[config.mk]
export PLATFORM = sky130hd
export DESIGN_NAME = adder_sub_16bit_s
export DESIGN_NICKNAME = d
export VERILOG_FILES = /design/src/rtl/adder_pkg.sv /design/src/rtl/adder_sub_16bit_s_full_adder_1bit.sv /design/src/rtl/adder_sub_16bit_s.sv
export SDC_FILE = /design/constraint.sdc
export NUM_CORES = 1
export LEC_CHECK = 0
export CELL_PAD_IN_SITES_DETAIL_PLACEMENT = 1
export CELL_PAD_IN_SITES_GLOBAL_PLACEMENT = 1
export CORE_MARGIN = 1.5
export CORE_UTILIZATION = 30
export DETAILED_ROUTE_END_ITERATION = 6
export PLACE_DENSITY = 0.76
export SKIP_CTS_REPAIR_TIMING = 1
export SYNTH_ARGS = -nofsm -noshare
export SYNTH_HDL_FRONTEND = slang
export SYNTH_SLANG_ARGS = --single-unit
[constraint.sdc]
create_clock -name clk -period 0.8 [get_ports clk]
set_clock_uncertainty 0.15 [all_clocks]
set_input_delay 0.16 -clock clk [delete_from_list [all_inputs] [get_ports clk]]
set_output_delay 0.16 -clock clk [all_outputs]
set_load 0.05 [all_outputs]
[src/rtl/adder_pkg.sv]
// Shared constants for the 16-bit ripple adder/subtractor slice.
// Add_ctrl encodings and datapath width.
package adder_pkg;
    localparam int   WIDTH = 16;
    localparam logic ADD   = 1'b0;
    localparam logic SUB   = 1'b1;
endpackage

[src/rtl/adder_sub_16bit_s_full_adder_1bit.sv]
// Gate-level 1-bit full adder, one cell of the ripple chain.
// Carry generates on a&b or propagates cin when a^b.
module full_adder_1bit (
    input  logic a,
    input  logic b,
    input  logic cin,
    output logic s,
    output logic cout
);
    logic p;

    assign p    = a ^ b;
    assign s    = p ^ cin;
    assign cout = (a & b) | (cin & p);
endmodule

[src/rtl/adder_sub_16bit_s.sv]
// Registered two's-complement add/subtract slice on a structural ripple chain.
// Subtract is A + ~B + 1 via B inversion and carry-in.
module adder_sub_16bit_s
    import adder_pkg::*;
(
    input  logic             clk,
    input  logic             rst_n,
    input  logic [WIDTH-1:0] A,
    input  logic [WIDTH-1:0] B,
    input  logic             Add_ctrl,
    output logic [WIDTH-1:0] SUM,
    output logic             C_out,
    output logic             O
);
    logic [WIDTH-1:0] bx;
    logic [WIDTH-1:0] s;
    logic [WIDTH:0]   c;
    logic             ovf;

    assign bx   = B ^ {WIDTH{Add_ctrl}};
    assign c[0] = Add_ctrl;

    for (genvar i = 0; i < WIDTH; i++) begin : g_chain
        full_adder_1bit u_fa (
            .a    (A[i]),
            .b    (bx[i]),
            .cin  (c[i]),
            .s    (s[i]),
            .cout (c[i+1])
        );
    end

    // Signed overflow: carry into the sign bit differs from carry out of it
    assign ovf = c[WIDTH] ^ c[WIDTH-1];

    always_ff @(posedge clk or negedge rst_n) begin
        if (!rst_n) begin
            SUM   <= '0;
            C_out <= 1'b0;
            O     <= 1'b0;
        end else begin
            SUM   <= s;
            C_out <= c[WIDTH];
            O     <= ovf;
        end
    end
endmodule

**Yosys cells after proc, flatten, opt, wreduce, memory -nomap -nowiden**

Cells that the tools add are included.

- Flip-flop bits (word level): 18
- Input port bits: 35
- Output and inout bits: 18
- Word-level logic and storage cells: 85

- Bitwise gates (word level): 82

Operators with widths:

| cell | number |
|---|---|
| $xor 1x1->1 | 33 |
| $and 1x1->1 | 32 |
| $or 1x1->1 | 16 |
| $xor 16x16->16 | 1 |

**Depth between registers and ports, before layout**

- Depth after elaboration: 35
- Gate-level depth with buffers: 22
- Depth with buffers taken out: 20

**Modules after synthesis**

Synthesis repeated with hierarchy kept, for this count alone.

- Cells, all modules: 53
- Area total of the unflattened synthesis: 950.9 um^2

By module, submodules not included:

| module | instances | cells an instance | area an instance (um^2) | seq. area each (um^2) |
|---|---|---|---|---|
| adder_sub_16bit_s | 1 | 37 | 630.6 | 450.4 |
| full_adder_1bit | 16 | 1 | 20.0 | 0.0 |

**Worst setup path after synthesis**

OpenSTA, ideal clock, no wires.

- Kind: input to register
- From: in Add_ctrl
- To: reg SUM[15]
- Library setup time: 0.136 ns
- Arrival: 6.117 ns
- Required time: 0.514 ns
- Slack: -5.602 ns
- Cell stages on the path: 21
- Buffers on the path: 2
- Path through: buf_6 -> buf_12 -> mux2i_1 -> fa_1 -> fa_1 -> fa_1 -> fa_1 -> fa_1 -> fa_1 -> fa_1 -> fa_1 -> fa_1 -> fa_1 -> fa_1 -> fa_1 -> inv_1 -> fa_1 -> inv_1 -> fa_1 -> inv_1 -> fa_1

- Word-level cells in the longest chain between the ends: 33
- Elaborated cells on any way between the ends: 63
- Those cells by class: bitwise: 63

Ends and longest elaborated chain:

| what | line | RTL |
|---|---|---|
| from (decl) | adder_sub_16bit_s.sv:10 | `input logic Add_ctrl,` |
| $xor 16x16->16 | adder_sub_16bit_s.sv:20 | `assign bx = B ^ {WIDTH{Add_ctrl}};` |
| $xor 1x1->1 | adder_sub_16bit_s_full_adder_1bit.sv:12 | `assign p = a ^ b;` |
| $and 1x1->1 | adder_sub_16bit_s_full_adder_1bit.sv:14 | `assign cout = (a & b) \| (cin & p);` |
| $or 1x1->1 | adder_sub_16bit_s_full_adder_1bit.sv:14 |  |
| $and 1x1->1 | adder_sub_16bit_s_full_adder_1bit.sv:14 |  |
| $or 1x1->1 | adder_sub_16bit_s_full_adder_1bit.sv:14 |  |
| $and 1x1->1 | adder_sub_16bit_s_full_adder_1bit.sv:14 |  |
| $or 1x1->1 | adder_sub_16bit_s_full_adder_1bit.sv:14 |  |
| [18 not listed] | - |  |
| $and 1x1->1 | adder_sub_16bit_s_full_adder_1bit.sv:14 |  |
| $or 1x1->1 | adder_sub_16bit_s_full_adder_1bit.sv:14 |  |
| $and 1x1->1 | adder_sub_16bit_s_full_adder_1bit.sv:14 |  |
| $or 1x1->1 | adder_sub_16bit_s_full_adder_1bit.sv:14 |  |
| $and 1x1->1 | adder_sub_16bit_s_full_adder_1bit.sv:14 |  |
| $or 1x1->1 | adder_sub_16bit_s_full_adder_1bit.sv:14 |  |
| $xor 1x1->1 * | adder_sub_16bit_s_full_adder_1bit.sv:13 | `assign s = p ^ cin;` |
| net g_chain[15].u_fa.s | adder_sub_16bit_s_full_adder_1bit.sv:7 | `output logic s,` |
| to (signal assigned) | adder_sub_16bit_s.sv:42 | `SUM <= s;` |
| to (decl) | adder_sub_16bit_s.sv:11 | `output logic [WIDTH-1:0] SUM,` |

Mark *: on every way through the listed nets, which the timed path passes. The rest lies on a longest branch.

**Final worst setup path**

Same ends and word-level chain as after synthesis.

==> impl_metrics.env <==
export IMPL_timing_critical_path_max_delay_family="adder cells"
export IMPL_worst_pin_slew_ns=0.268
export IMPL_yosysMostFrequentCell="sky130_fd_sc_hd__inv_1"
export IMPL_p_int_uw=2880
export IMPL_power_density_cell_area_nw_per_um2=2450
export IMPL_detailroute_via_count=756
export IMPL_cts_sinks=18
export IMPL_setup_repair_after_global_routing_missed_its_margin="true"
export IMPL_count_of_buffers_from_port_buffering=52
export IMPL_power_frac_seq=0.296
export IMPL_synthTopCellsByArea="sky130_fd_sc_hd__dfrtp_1, sky130_fd_sc_hd__fa_1, sky130_fd_sc_hd__xnor2_1"
export IMPL_timing_max_slew_rel_slack=0.820
export IMPL_drcViolationCount=0
export IMPL_synth_cells_most_frequent="sky130_fd_sc_hd__inv_1, sky130_fd_sc_hd__dfrtp_1, sky130_fd_sc_hd__fa_1"
export IMPL_cts_clk_slew_worst_paths_ns=0.10
export IMPL_setup_worst_path_class="input pin to flip-flop"
export IMPL_yosysTopAreaCellShare=0.429
export IMPL_syn_instance_count=82
export IMPL_cts_htree_levels=1
export IMPL_antenna_cells=0
export IMPL_avg_cell_area_syn_um2=12.8
export IMPL_root_buf_cell="sky130_fd_sc_hd__clkbuf_4"
export IMPL_post_layout_nonfiller_instances=189
export IMPL_synth_lib_cells_used_distinct=8
export IMPL_placement_setup_worst_slack_ns=-5.71
export IMPL_post_place_cells=183
export IMPL_result_of_the_run="finished, violations left"
export IMPL_worst_hold_path_type="input pin to flip-flop"
export IMPL_synth_warning_count=0
export IMPL_power_switching_share=0.407
export IMPL_maxSlewViolCount=0
export IMPL_layout_cell_area_non_filler_um2=1980
export IMPL_setup_viol_count_final=35
export IMPL_post_drt_via_cell_ratio=4.00
export IMPL_seq_area_frac_synth=0.429
export IMPL_placement_cell_area_um2=1880
export IMPL_number_of_global_route_vias_before_repair=889
export IMPL_startpoint_type="input pin"
export IMPL_path_buf_inv=4
export IMPL_fraction_of_layout_instances_using_a_drive_strength_above_1=0.573
export IMPL_path_cells="buf_12 > xnor2_4 > fa_2 > fa_2 > fa_2 > fa_2 > fa_2 > fa_2 > fa_2 > fa_2 > fa_2 > fa_2 > fa_2 > fa_2 > inv_2 > fa_2 > inv_2 > fa_2 > inv_2 > fa_2"
export IMPL_floorplan_io_pins=53
export IMPL_ctsLongestPathBuffers=2
export IMPL_final_critical_path_setup_slack_ns=-5.00
export IMPL_worst_ep_required_time_ns=0.82
export IMPL_crit_fanout=4
export IMPL_cpMostUsedCell="sky130_fd_sc_hd__fa_2"
export IMPL_maxClockFrequency_ghz=0.172
export IMPL_core_region_area_um2=3340
export IMPL_syn_nets=132
export IMPL_starting_utilization_of_the_core_area=0.315
export IMPL_critical_path_endpoint_category="flip-flop"
export IMPL_drt_iter0_drc=8
export IMPL_rows=21
export IMPL_fin_nets=194
export IMPL_antenna_violations_before_repair=0
export IMPL_dieHeight_um=62.2
export IMPL_finalHoldWorstSlack_ns=-0.0488
export IMPL_detail_route_wl_per_cell_um=15.9
export IMPL_drt_pass1_iter_count=2
export IMPL_fin_util=0.594
export IMPL_gpl_final_weighted_congestion=0.697
export IMPL_area_growth_pct=88.7
export IMPL_peakVddDrop_uv=685
export IMPL_place_hpwl_um=2370
export IMPL_die_area_um2=3860
export IMPL_netlist_area_um2=1050
export IMPL_hold_violations=1
export IMPL_grt_max_degree=19
export IMPL_slowest_stage_cell_crit_path="sky130_fd_sc_hd__fa_2"
export IMPL_synthDominantAreaCellType="sky130_fd_sc_hd__dfrtp_1"
export IMPL_power_leakage_uw=0.000879
export IMPL_violated_checks="negative hold slack, negative setup slack"
export IMPL_ys_ff_latch=18
export IMPL_worst_path_largest_cell_delay_ns=0.43
export IMPL_synth_main_ff_cell="sky130_fd_sc_hd__dfrtp_1"
export IMPL_drt_antenna_violating_nets=0
export IMPL_numCtsBuffers=3
export IMPL_grt_util_all_layers=0.154
export IMPL_globalRoute_totalOverflow=0
export IMPL_tritoncts_clock_tree="yes"
export IMPL_synthArstFlopShare=1.00
export IMPL_clockPowerShare=0.099
export IMPL_min_period_over_period=7.25
export IMPL_die_w_um=62.2
export IMPL_p_comb_frac=0.605
export IMPL_synth_enable_flop_cells=0
export IMPL_grt_pass1_wl_um=4410
export IMPL_worst_ep_arrival_time_ns=5.82
export IMPL_switching_pwr_uw=1970
export IMPL_wirelength_um=3000
export IMPL_max_cap_violations=0
export IMPL_min_period_ns=5.80
-- power groups by stage --
| stage | logic, uW | registers (uW) | clock network [uW] |
|---|---|---|---|
| CTS | 2820 | 1440 | 497 |
| detailed placement | 2820 | 1460 | 0 |
| finish | 2940 | 1440 | 478 |
| global route | 3070 | 1460 | 534 |
| floorplan | 447 | 2220 | 0 |
| global placement | 2710 | 1430 | 0 |
-- metal layers --
metal / global-route usage / share of wire
met1: 0.166 / 0.35
met2: 0.291 / 0.58
met3: 0.0435 / 0.058
met4: 0.0472 / 0.011
met5: 0 / 0
-- state kept, by name, indices dropped and copies added, names as in the netlist --
| register | count |
|---|---|
| C_out | 1 |
| O | 1 |
| SUM | 16 |
-- area by class of cell --
class / instances / area, um2
Fill cell: 344 / 1360
Clock buffer: 4 / 26.3
Tap cell: 46 / 57.6
Multi-Input combinational cell: 33 / 534
Inverter: 29 / 109
Sequential cell: 18 / 472
Timing Repair Buffer: 59 / 782
-- per-stage QoR --
stage	power (uW)	TNS [ns]
after floorplan	2660	-52.11
after global placement	4140	-61.79
after detailed placement	4280	-63.35
after CTS	4760	-63.14
after global routing	5070	-57.09
final	4850	-55.51
-- layout by cell type (no fill, tap or decap) --
master                            synthesis  layout
sky130_fd_sc_hd__inv_2                    0      14
sky130_fd_sc_hd__clkbuf_2                 0       1
sky130_fd_sc_hd__clkdlybuf4s50_1          0      28
sky130_fd_sc_hd__inv_1                   29      15
sky130_fd_sc_hd__xnor2_4                  0       1
sky130_fd_sc_hd__dfrtp_1                 18       1
sky130_fd_sc_hd__buf_12                   1      20
sky130_fd_sc_hd__dlymetal6s2s_1           0       2
sky130_fd_sc_hd__xor2_1                   3       3
sky130_fd_sc_hd__buf_4                    0       5
sky130_fd_sc_hd__mux2i_2                  0       1
sky130_fd_sc_hd__xnor2_2                  0       2
sky130_fd_sc_hd__fa_2                     0      15
sky130_fd_sc_hd__clkbuf_4                 0       3
sky130_fd_sc_hd__clkbuf_1                 0       1
sky130_fd_sc_hd__buf_6                    1       3
sky130_fd_sc_hd__dfrtp_2                  0      17
sky130_fd_sc_hd__xnor2_1                 14      11
-- cell families (layout without fill, tap and decap cells) --
kind of cell	count (synthesis)	after routing	synth area share
xor+xnor	17	17	0.142
fa+ha+maj	15	15	0.286
buf+inv	31	92	0.133
flops	18	18	0.429
mux	1	1	0.00954
-- final timing paths --
kind / cells after the start / start / end / slack, ns
setup / recovery: 20 / Add_ctrl / SUM[15]$_DFF_PN0_ / -5.00
max in group asynchronous: 2 / rst_n / SUM[11]$_DFF_PN0_ / 0.29
hold / removal: 2 / A[0] / SUM[0]$_DFF_PN0_ / -0.05
min in group asynchronous: 2 / rst_n / SUM[1]$_DFF_PN0_ / 0.06
(Power assumes the default switching activity.)
